$ cat config.mk
export PLATFORM = sky130hd
export DESIGN_NAME = fp_round_pack
export DESIGN_NICKNAME = d
export VERILOG_FILES = /design/src/rtl/fp_pkg.sv /design/src/rtl/round_decide.sv /design/src/rtl/fp_round_pack.sv
export SDC_FILE = /design/constraint.sdc
export NUM_CORES = 1
export LEC_CHECK = 0
export CAP_MARGIN = 10
export CORE_MARGIN = 2
export CORE_UTILIZATION = 50
export CTS_BUF_LIST = sky130_fd_sc_hd__clkbuf_2 sky130_fd_sc_hd__clkbuf_4 sky130_fd_sc_hd__clkbuf_8
export CTS_CLUSTER_SIZE = 24
export DETAILED_ROUTE_END_ITERATION = 6
export GPL_TIMING_DRIVEN = 0
export PLACE_DENSITY = 0.79
export SLEW_MARGIN = 20
export SYNTH_ARGS = -nofsm -noshare
export SYNTH_HDL_FRONTEND = slang
export SYNTH_SLANG_ARGS = --single-unit
$ cat constraint.sdc
create_clock -name clock -period 5.3 [get_ports clock]
set_input_delay 1.06 -clock clock [delete_from_list [all_inputs] [get_ports clock]]
set_output_delay 1.06 -clock clock [all_outputs]
set_load 0.01 [all_outputs]
$ cat src/rtl/fp_pkg.sv
// Shared binary32 types and constants for the FP adder datapath.
// Imported by the rounding/packing stage and its helpers.
package fp_pkg;

  localparam int EXP_N      = 8;
  localparam int MANTISSA_N = 25;
  localparam int OUT_N      = 32;
  localparam int BIAS       = 127;

  localparam logic [EXP_N-1:0] EXP_MAX = 8'hFF;

  typedef struct packed {
    logic        sign;
    logic [7:0]  exp;
    logic [22:0] frac;
  } float32_t;

  typedef struct packed {
    logic guard;
    logic round;
    logic sticky;
  } grs_t;

  localparam float32_t POS_INF = float32_t'(32'h7F80_0000);
  localparam float32_t NEG_INF = float32_t'(32'hFF80_0000);

endpackage

$ cat src/rtl/round_decide.sv
// Rounding increment decision; round-to-nearest, ties to even.
// Kept separate so other rounding modes can slot in later.
module round_decide
  import fp_pkg::*;
(
  input  logic lsb_i,
  input  grs_t grs_i,
  output logic round_up_o
);

  assign round_up_o = grs_i.guard &
                      (grs_i.round | grs_i.sticky | lsb_i);

endmodule

$ cat src/rtl/fp_round_pack.sv
// Round-to-nearest-even and binary32 packing after normalization.
// Two registered stages with valid/ready on both sides.
module fp_round_pack #(
  parameter int MANTISSA_N = fp_pkg::MANTISSA_N,
  parameter int EXP_N      = fp_pkg::EXP_N,
  parameter int OUT_N      = fp_pkg::OUT_N
) (
  input  logic                  clock,
  input  logic                  resetN,
  input  logic                  inValid,
  output logic                  inReady,
  input  logic                  sign,
  input  logic [MANTISSA_N-1:0] normedMantissa,
  input  logic [EXP_N-1:0]      normedExp,
  input  logic                  mantValid,
  input  logic [2:0]            grs,
  output logic                  outValid,
  input  logic                  outReady,
  output logic [OUT_N-1:0]      result,
  output logic                  overflow,
  output logic                  underflow
);

  import fp_pkg::*;

  if (OUT_N != 1 + EXP_N + MANTISSA_N - 2) begin : g_bad_width
    $error("OUT_N must equal 1 + EXP_N + MANTISSA_N - 2");
  end

  localparam int FRAC_N = MANTISSA_N - 2;

  logic s2_adv;
  logic s1_adv;

  logic                  s1_valid_q;
  logic                  s1_sign_q;
  logic                  s1_mv_q;
  logic [EXP_N-1:0]      s1_exp_q;
  logic [MANTISSA_N-1:0] s1_sum_q;

  logic                  s2_valid_q;
  logic [OUT_N-1:0]      result_q;
  logic                  ovf_q;
  logic                  unf_q;

  logic                  round_up;
  logic [MANTISSA_N-1:0] sum_d;
  logic                  unused_msb;

  // Stall propagates back combinationally so a full pipe still streams.
  assign s2_adv   = !s2_valid_q | outReady;
  assign s1_adv   = !s1_valid_q | s2_adv;
  assign inReady  = s1_adv;
  assign outValid = s2_valid_q;

  assign unused_msb = normedMantissa[MANTISSA_N-1];

  round_decide u_round (
    .lsb_i      (normedMantissa[0]),
    .grs_i      (grs_t'(grs)),
    .round_up_o (round_up)
  );

  assign sum_d = {1'b0, normedMantissa[MANTISSA_N-2:0]} +
                 {{(MANTISSA_N-1){1'b0}}, round_up};

  always_ff @(posedge clock or negedge resetN) begin
    if (!resetN) begin
      s1_valid_q <= 1'b0;
      s1_sign_q  <= 1'b0;
      s1_mv_q    <= 1'b0;
      s1_exp_q   <= '0;
      s1_sum_q   <= '0;
    end else if (s1_adv) begin
      s1_valid_q <= inValid;
      s1_sign_q  <= sign;
      s1_mv_q    <= mantValid;
      s1_exp_q   <= normedExp;
      s1_sum_q   <= sum_d;
    end
  end

  logic             carry;
  logic [EXP_N:0]   exp_out;
  logic [FRAC_N-1:0] frac_out;
  float32_t         pack_d;
  logic             ovf_d;
  logic             unf_d;

  assign carry    = s1_sum_q[MANTISSA_N-1];
  assign exp_out  = {1'b0, s1_exp_q} + {{EXP_N{1'b0}}, carry};
  assign frac_out = carry ? s1_sum_q[MANTISSA_N-2:1]
                          : s1_sum_q[FRAC_N-1:0];

  // Zero and flush win over rounding; saturation only for live values.
  always_comb begin
    pack_d      = '0;
    pack_d.sign = s1_sign_q;
    ovf_d       = 1'b0;
    unf_d       = 1'b0;
    priority case (1'b1)
      !s1_mv_q: begin
      end
      (s1_exp_q == '0): begin
        unf_d = 1'b1;
      end
      (exp_out >= {1'b0, EXP_MAX}): begin
        pack_d.exp = EXP_MAX;
        ovf_d      = 1'b1;
      end
      default: begin
        pack_d.exp  = exp_out[EXP_N-1:0];
        pack_d.frac = frac_out;
      end
    endcase
  end

  always_ff @(posedge clock or negedge resetN) begin
    if (!resetN) begin
      s2_valid_q <= 1'b0;
      result_q   <= '0;
      ovf_q      <= 1'b0;
      unf_q      <= 1'b0;
    end else if (s2_adv) begin
      s2_valid_q <= s1_valid_q;
      result_q   <= pack_d;
      ovf_q      <= ovf_d;
      unf_q      <= unf_d;
    end
  end

  assign result    = result_q;
  assign overflow  = ovf_q;
  assign underflow = unf_q;

endmodule

### Word level (Yosys, flattened, before mapping)

Index checks and enable logic that the tools add are counted.
W data, S select, Z words.

* memories kept: 0
* output and inout port bits: 36
* flip-flop bits (word level): 71
* logic and storage cells: 32
* latch bits: 0
* bits in writable memories: 0
* input bits: 42
* memory bits (read-only): 0

* multiplexer cells: 12
* bitwise gates (word level): 5
* order comparisons: 1
* eq/ne operators: 0
* shift-type cells: 0
* div/mod/pow operators: 0
* add/subtract/negate cells: 2
* reductions and logical operators: 3
* multiply operators: 0

Operators with widths (number)
* $mux W23: 4
* $add A24 B1 Y25: 1
* $mux W8: 3
* $add A8 B1 Y9: 1
* $ge A9 B8 Y1 const B: 1
* $logic_not A8 Y1: 1
* $mux W1: 5
* $or A1 B1 Y1: 4
* $logic_not A1 Y1: 2
* $and A1 B1 Y1: 1

### Depth between registers and ports, before layout

Gate-level depths: netlist of the first run.

* depth after elaboration: 5
* gate-level depth with buffers: 9
* depth with buffers taken out: 7

### By module

From an unflattened synthesis of the first run, not the netlist that was laid out.

* cell total of the unflattened synthesis: 350
* area total of the unflattened synthesis: 3543.4 sq um

By module, submodules not included
* fp_round_pack: sequential area each 1776.7 sq um, times used 1, cells each 349, area an instance 3534.6 sq um
* round_decide: sequential area each 0.0 sq um, times used 1, cells each 1, area an instance 8.8 sq um

### Worst setup path after synthesis of the first run

OpenSTA, ideal clock, no wires.

* path type: input to output
* from: in outReady
* to: out inReady
* setup slack: 2.247 ns
* cell stages on the path: 5
* path buffers: 3
* data required time: 4.240 ns
* arrival: 1.993 ns
* cells stage by stage: nor2b_1 > clkbuf_1 > nand2_1 > clkbuf_1 > clkbuf_1

* longest elaborated chain between the ends: 2

Ends and longest elaborated chain
* start, declared: RTL line fp_round_pack.sv:18 `input logic outReady,`
* $or A1 B1 Y1: RTL line fp_round_pack.sv:51 `assign s2_adv = !s2_valid_q | outReady;`
* $or A1 B1 Y1: RTL line fp_round_pack.sv:52 `assign s1_adv = !s1_valid_q | s2_adv;`
* end, declared: RTL line fp_round_pack.sv:11 `output logic inReady,`

Every way passes these cells.

### Worst setup path after layout of the first run

Ends and elaborated chain as after synthesis.

==> results of run 1 <==
-- worst max-delay path, stage by stage --
cell             delay (ns)
clkdlybuf4s50_1        0.48
nor2b_1                0.05
clkbuf_1               0.16
nand2_1                0.21
clkbuf_1               0.39
clkbuf_1               0.37
clkdlybuf4s50_1        0.62
-- final cells by class --
class | instances | share of cell area, %
inverters | 4 | 0.310
well taps | 99 | 2.55
clock inverters | 5 | 1.65
flip-flops and latches | 71 | 36.6
multi-input cells | 266 | 37.3
repair buffers | 77 | 16.0
clock buffers | 11 | 3.12
plain buffers | 24 | 2.43
-- per-layer routing --
layer | wire (um) | part of all wire, % | track usage [%] | vias up
met5 | 0 | 0 | 0 | -
met4 | 111 | 1.4 | 5.64 | 0
met3 | 415 | 5.1 | 4.53 | 12
met2 | 4030 | 49 | 35.4 | 93
met1 | 3650 | 45 | 27.7 | 1457
li1 | - | - | - | 1476
-- where the power goes --
part | switching, uW | internal (uW)
combinational | 151 | 159
clock | 199 | 290
sequential | 43.8 | 605
total | 394 | 1050
-- registers in the layout, summed over array words and instances (netlist names) --
name / cells
result: 32
s1_sum_q: 25
s1_exp_q: 8
outValid: 1
overflow: 1
s1_mv_q: 1
s1_sign_q: 1
s1_valid_q: 1
underflow: 1
-- cell usage after synthesis (4+ instances only) --
cell      instances
nand2_1          47
nor2_1           28
xnor2_1          12
mux2_2           12
mux2i_1          23
o21ai_0           9
nor4_1            4
nand3_1          19
clkbuf_1         15
o31ai_2          19
inv_1             4
dfrtp_1          71
and4_1            5
nor3_1            7
xor2_1           11
nand4_1           8
a21oi_1          29
-- cells by family (layout without fill, tap and decap cells) --
family	Yosys count	in the layout
simple gates	132	132
compound gates	73	73
flops	71	71
mux	35	35
buf+inv	28	121
xor+xnor	23	23
fa+ha+maj	3	3
-- worst paths after layout --
path,from,endpoint,slack [ns],depth (start not counted)
worst max-delay path,outReady,inReady,0.90,7
worst min-delay path,s1_valid_q$_DFFE_PN0P_,outValid$_DFFE_PN0P_,0.48,1
worst max register to register,s1_exp_q[0]$_DFFE_PN0P_,result[6]$_DFFE_PN0P_,2.81,9
worst min register to register,s1_valid_q$_DFFE_PN0P_,outValid$_DFFE_PN0P_,0.48,1
max in group asynchronous,resetN,s1_sum_q[16]$_DFFE_PN0P_,4.10,2
min in group asynchronous,resetN,s1_exp_q[3]$_DFFE_PN0P_,0.64,1
-- per-stage QoR --
step           instances  utilization [%]  total power (uW)  worst slack [ns]  cell area [um^2]
6_report             557             67.2              1450             0.903              4850
5_1_grt              557             67.2              1510             0.725              4850
4_1_cts              557             67.2              1460             0.891              4850
3_5_place_dp         541             64.0               972             0.899              4620
3_3_place_gp         540             63.8               961             0.854              4600
2_1_floorplan        365                -               808              2.25              3720
==> results.toml, run 1 <==
[floorplan]
initial_core_util_pct = 51.5
rows = 31
ios = 78
die_w_um = 90.2
fp.coreArea_mm2 = 0.00721
dieArea_mm2 = 0.00814
die_y_um = 90.2

[timing]
min_period_ns = 4.40
hold_viol_final = 0
rsz0062_at_grt = "no"
tns_ns = 0
hold-worst-slack_ns = 0.475
slew_viol_final = 0
skew_ns = 0.0103
max_freq_ghz = 0.227
min_period_over_period_pct = 83.0
slew_headroom_pct = 47.5
setup_viol = 0
worstMarginPinSlew_ns = 0.780

[synthesis]
synth_warnings = 0
synth-simple-area-share_pct = 16.7
syn_inst = 365
ys_ff_latch = 71
synth-seq-area-share_pct = 47.8
synth_mux_area_share_pct = 9.83
synth_fp_nets = 410
synth_area_per_cell_um2 = 10.2
synth_edf_count = 0
syn_area_mm2 = 0.00372
synth_compound_area_share_pct = 15.7
synth.distinct_cells = 42
synthXorXnorAreaFrac_pct = 5.42
synth_top_family_by_area = "simple AND/OR/NAND/NOR gates"
synthArstFlopShare_pct = 100
synth_area_leaders = "dfrtp_1 48%, o31ai_2 6.4%, mux2i_1 6.2%, nand2_1 4.7%, a21oi_1 3.9%"
synthFlopType = "dfrtp_1"
synthAdderAreaFrac_pct = 1.01
synth_top_area_cell = "dfrtp_1"
synth_top_area_share_pct = 47.8

[finish]
n_antenna_cell = 0
final_common_cell = "clkdlybuf4s50_1"
final_nets = 498
ff_latch_area_mm2 = 0.00178
drive_gt1_share_pct = 13.1
area_delta_synth_final_pct = 30.5
multi_input_comb_area_mm2 = 0.00181
most-common-layout-cells = "75 x clkdlybuf4s50_1, 71 x dfrtp_1, 47 x nand2_1"
fill_cells = 594

[setup_path]
path_class = "in -> out"
end_kind = "primary output"
critPathMaxFanout = 10
worstPathRequired_ns = 4.24
start_kind = "primary input"
arrival_ns = 3.34

[worst_hold_path]
holdCritPathClass = "reg -> reg"

[clocking]
numClockSinks = 71
cts_buffer_depth = 2
clock-root-buffer = "clkbuf_8"
cts_buffers = 9
clkTransAtPathRegs_ns = 0.08
post_cts_buffers = 0
insertion_delay_ns = 0.34
cts_hold_buffers = 0
htree_levels = 3
ctsResizeCount = 0
cts_tree = "yes"

[route]
firstDrtPassIters = 4
drt-vias-per-instance = 5.45
post-route-drc-count = 0
drt_iter0_drc = 177
wire_per_inst_um = 14.7
drt-total-wl_um = 8210
ant_nets = 0
num_vias = 3038

[pwr]
power_density_mw_per_mm2 = 299
vdd_ir_drop_max_mv = 0.132
p_leak_uw = 0.00189

[placement]
globalplace.congestion = 0.893
dp_hpwl_um = 6350
io_buffers = 76

[run_status]
outcome = "finished clean"

[global_route]
grt_pass1_vias = 2972
grt_pass1_wl_um = 14000
antenna_found_initial = 0
grt_max_degree = 44
overflow = 0
track_usage_pct = 21.0

[job]
maxCapViolCount = 0
Note: power is estimated with default switching activity, not from simulation.
==> run 2, diff against run 1 <==
Settings changed: CORE_UTILIZATION 50 to 48, PLACE_DENSITY 0.79 to 0.8.
Clock period 5.3 ns to 3.71 ns, I/O delays scaled along.
==> run 2 against run 1 <==
- utilization down 3.5 points
- register-to-register slack worse by 1.5 ns
- via count down 2.0%
- critical path type unchanged
- non-clock buffer count down 1
- sequential share of layout area about the same
- combinational power up 43%
- power up 41%
- critical endpoint unchanged
==> results.toml, run 2 (synthesis gave the netlist of run 1 again) <==
[global_route]
grt_pass1_vias = 2920
grt_pass1_wl_um = 13800
overflow = 0
grt_max_degree = 47
track_usage_pct = 20.5
antenna_found_initial = 0

[finish]
n_antenna_cell = 0
most-common-layout-cells = "75 x clkdlybuf4s50_1, 71 x dfrtp_1, 46 x nand2_1"
final_nets = 497
area_delta_synth_final_pct = 30.4
largest_register_ffs = 32
multi_input_comb_area_mm2 = 0.00181
final_core_utilization_pct = 63.7
fill_cells = 632
drive_gt1_share_pct = 13.3
final_common_cell = "clkdlybuf4s50_1"
ff_latch_area_mm2 = 0.00178

[setup_path]
arrival_ns = 2.69
critPathMaxFanout = 15
worstPathRequired_ns = 2.97
end_kind = "primary output"
start_kind = "primary input"
startpoint = "outReady"
r2r_start = "s1_exp_q[0]$_DFFE_PN0P_"
path_class = "in -> out"

[floorplan]
rows = 32
initial_core_util_pct = 48.8
ios = 78
dieArea_mm2 = 0.00846
die_y_um = 92.0
fp.coreArea_mm2 = 0.00761
die_w_um = 92.0

[pwr]
power_density_mw_per_mm2 = 421
vdd_ir_drop_max_mv = 0.194
seqPwrFrac_pct = 45.5
pwr-share-clk_pct = 32.8
p_switching_uw = 565
switching_share_pct = 27.7
p_comb_share_pct = 21.8
p_int_uw = 1480
p_leak_uw = 0.00189

[clocking]
cts_hold_buffers = 0
insertion_delay_ns = 0.34
numClockSinks = 71
clock-root-buffer = "clkbuf_8"
htree_levels = 3
cts_buffers = 9
cts_buffer_depth = 2
clkTransAtPathRegs_ns = 0.08
cts_tree = "yes"
post_cts_buffers = 0

[placement]
globalplace.congestion = 0.876
pre_cts_slack_ns = -0.0685
io_buffers = 76
dp_hpwl_um = 6340

[route]
post-route-drc-count = 0
firstDrtPassIters = 4
num_vias = 2977
drt_iter0_drc = 166
ant_nets = 0
drt-total-wl_um = 8260
wire_per_inst_um = 14.8
drt-vias-per-instance = 5.33

[timing]
max_freq_ghz = 0.292
hold_viol_final = 0
slew_viol_final = 0
slew_headroom_pct = 42.5
layout_setup_ws_ns = 0.280
min_period_over_period_pct = 92.5
setup_viol = 0
skew_ns = 0.0109
worstMarginPinSlew_ns = 0.854
min_period_ns = 3.43
rsz0062_at_grt = "no"

[run_status]
outcome = "finished clean"

[worst_hold_path]
holdCritPathClass = "in -> async"

[job]
maxCapViolCount = 0
run 2: cell count changes in the layout (fill, tap and decap cells not counted), sizes merged:
cell    previous run  this run
clkbuf            27        25
clkinv             1         2
run 2: cell type report:
| class | count | share of cell area, % |
|---|---|---|
| inverter | 4 | 0.310 |
| clock inverter | 6 | 1.76 |
| sequential | 71 | 36.7 |
| multi-input combinational | 266 | 37.3 |
| tap | 102 | 2.63 |
| timing repair buffer | 77 | 16.2 |
| buffer | 23 | 2.35 |
| clock buffer | 10 | 2.71 |
run 2: path summary, 6_finish.rpt:
| kind | slack (ns) | cells past startpoint | end |
|---|---|---|---|
| worst max-delay path | 0.28 | 6 | inReady |
| worst min-delay path | 0.30 | 1 | s1_exp_q[3]$_DFFE_PN0P_ |
| worst max register to register | 1.29 | 9 | result[9]$_DFFE_PN0P_ |
| worst min register to register | 0.47 | 2 | result[31]$_DFFE_PN0P_ |
| max in group asynchronous | 2.87 | 2 | s1_sum_q[14]$_DFFE_PN0P_ |
| min in group clock | 0.47 | 2 | result[31]$_DFFE_PN0P_ |
run 2: timing repair:
item | 4_1_cts | 5_1_grt
endpoints found under the hold margin | 0 | 0
gates resized for setup | 0 | 1
cloned | 0 | 0
setup endpoints to repair | 1 | 1
run 2: power groups by stage:
stage	Clock [uW]	Combinational, uW	Sequential, uW
after floorplan	0	202	951
after global placement	0	435	941
after detailed placement	0	446	943
after CTS	680	448	927
after global routing	716	484	938
final	669	444	928
run 2: metal layers:
layer  vias to the layer above  global-route usage (%)  share of wire, %
met1                      1412                    27.6                45
met3                         6                    4.44               4.7
met5                         -                       0                 0
met4                         0                    5.85              0.96
met2                        82                    33.6                49
li1                       1477                       -                 -
run 2: metrics by stage:
step                power (uW)  TNS (ns)  hold WS (ns)  cell area, um^2  std cells
finish                    2040         0         0.305             4840        559
global route              2140         0         0.313             4840        559
CTS                       2060         0         0.302             4840        559
detailed placement        1390   -0.0685         0.444             4630        544
global placement          1380    -28.39         0.443             4600        543
floorplan                 1150         0         0.435             3720        365
run 2: worst max-delay path, cell delays in order:
cell and delay [ns]:
clkdlybuf4s50_1 0.47, nor2b_1 0.04, clkbuf_1 0.16, nand2_2 0.28, clkbuf_1 0.38, clkdlybuf4s50_1 0.61
==> run 3, diff against run 2 <==
Settings changed: SLEW_MARGIN 20 to not set.
==> run 3 against run 2 <==
- critical path type unchanged
- sequential power hardly changed
- largest cell class unchanged
- final cell count is 0.18% lower
- cell area is 0.85% lower
- setup slack worse by 0.010 ns
==> results.toml, run 3 (synthesis gave the netlist of run 1 again) <==
[floorplan]
dieArea_mm2 = 0.00846
die_y_um = 92.0
initial_core_util_pct = 48.8
rows = 32
fp.coreArea_mm2 = 0.00761
die_w_um = 92.0
ios = 78

[global_route]
antenna_found_initial = 0
overflow = 0
grt_max_degree = 72
grt_pass1_wl_um = 13800
track_usage_pct = 20.3
grt_pass1_vias = 2986

[finish]
final_common_cell = "clkdlybuf4s50_1"
final_nets = 496
most-common-layout-cells = "75 x clkdlybuf4s50_1, 71 x dfrtp_1, 46 x nand2_1"
largest_register_ffs = 32
area_delta_synth_final_pct = 29.3
drive_gt1_share_pct = 13.2
design_area_mm2 = 0.00480
n_antenna_cell = 0

[timing]
setup_viol = 0
hold_viol_final = 0
min_period_ns = 3.44
rsz0062_at_grt = "no"
max_freq_ghz = 0.291
tns_ns = 0
worstMarginPinSlew_ns = 0.890
slew_headroom_pct = 40.1
min_period_over_period_pct = 92.7
slew_viol_final = 0
skew_ns = 0.00914

[placement]
globalplace.congestion = 0.876
io_buffers = 76
dp_hpwl_um = 6250
place_area_mm2 = 0.00460

[clocking]
cts_tree = "yes"
clkTransAtPathRegs_ns = 0.07
htree_levels = 3
cts_buffer_depth = 2
post_cts_buffers = 0
insertion_delay_ns = 0.35
clock-root-buffer = "clkbuf_8"
cts_buffers = 9
numClockSinks = 71

[route]
firstDrtPassIters = 5
drt_iter0_drc = 124
post-route-drc-count = 0
drt-total-wl_um = 8250
wire_per_inst_um = 14.8
ant_nets = 0
num_vias = 2977
drt-vias-per-instance = 5.34

[setup_path]
arrival_ns = 2.70
worstPathRequired_ns = 2.97
critPathMaxFanout = 15
start_kind = "primary input"
end_kind = "primary output"
path_class = "in -> out"

[run_status]
outcome = "finished clean"

[worst_hold_path]
holdCritPathClass = "reg -> reg"

[pwr]
power_density_mw_per_mm2 = 415
vdd_ir_drop_max_mv = 0.209
p_leak_uw = 0.00188

[job]
maxCapViolCount = 0
==> run 3: path summary, 6_finish.rpt <==
check / slack (ns) / cells past startpoint / start / to
setup / recovery: 0.27 / 6 / outReady / inReady
hold / removal: 0.47 / 2 / result[31]$_DFFE_PN0P_ / result[31]$_DFFE_PN0P_
setup reg to reg: 1.29 / 9 / s1_exp_q[0]$_DFFE_PN0P_ / result[9]$_DFFE_PN0P_
hold reg to reg: 0.47 / 2 / result[31]$_DFFE_PN0P_ / result[31]$_DFFE_PN0P_
max in group asynchronous: 2.63 / 1 / resetN / result[20]$_DFFE_PN0P_
min in group asynchronous: 0.52 / 1 / resetN / s1_exp_q[3]$_DFFE_PN0P_
==> run 3: area by class of cell <==
type / count / area (um^2)
Buffer: 23 / 114
Clock buffer: 11 / 145
Clock inverter: 5 / 57.6
Inverter: 4 / 15.0
Tap cell: 102 / 128
Sequential cell: 71 / 1780
Timing Repair Buffer: 76 / 758
Multi-Input combinational cell: 266 / 1810
Fill cell: 640 / 2800
==> run 3: per-stage QoR <==
| stage | cells | util (%) | setup slack (ns) | total power [uW] | hold WS [ns] |
|---|---|---|---|---|---|
| after floorplan | 365 | - | 1.29 | 1150 | 0.435 |
| after global placement | 543 | 60.5 | -0.403 | 1380 | 0.443 |
| after detailed placement | 543 | 60.5 | -0.0881 | 1390 | 0.442 |
| after CTS | 558 | 63.1 | 0.0789 | 2010 | 0.461 |
| after global routing | 558 | 63.1 | 0.132 | 2090 | 0.506 |
| final | 558 | 63.1 | 0.269 | 1990 | 0.470 |
==> run 3: metal layers <==
metal / global-route usage [%] / vias up / part of all wire (%)
li1: - / 1469 / -
met1: 26.3 / 1413 / 46
met2: 33.3 / 80 / 47
met3: 4.11 / 15 / 4.6
met4: 8.83 / 0 / 2.0
met5: 0 / - / 0
==> run 3: repair_timing <==
| item | CTS | global route |
|---|---|---|
| hold endpoints to repair | 0 | 0 |
| gates cloned | 0 | 0 |
| hold buffers | 0 | 0 |
| resized for setup | 0 | 1 |
| endpoints found under the setup margin | 1 | 1 |
==> run 3: power by group <==
part / internal [uW] / leakage, uW / total, uW / switching [uW]
logic: 225 / 0.000902 / 441 / 216
registers: 864 / 0.000867 / 928 / 63.1
clock network: 336 / 0.000107 / 624 / 288
==> run 3: worst max-delay path, cell delays in order <==
cell,delay [ns]
clkdlybuf4s50_1,0.47
nor2b_1,0.04
clkbuf_1,0.17
nand2_2,0.28
clkbuf_1,0.38
clkdlybuf4s50_1,0.61
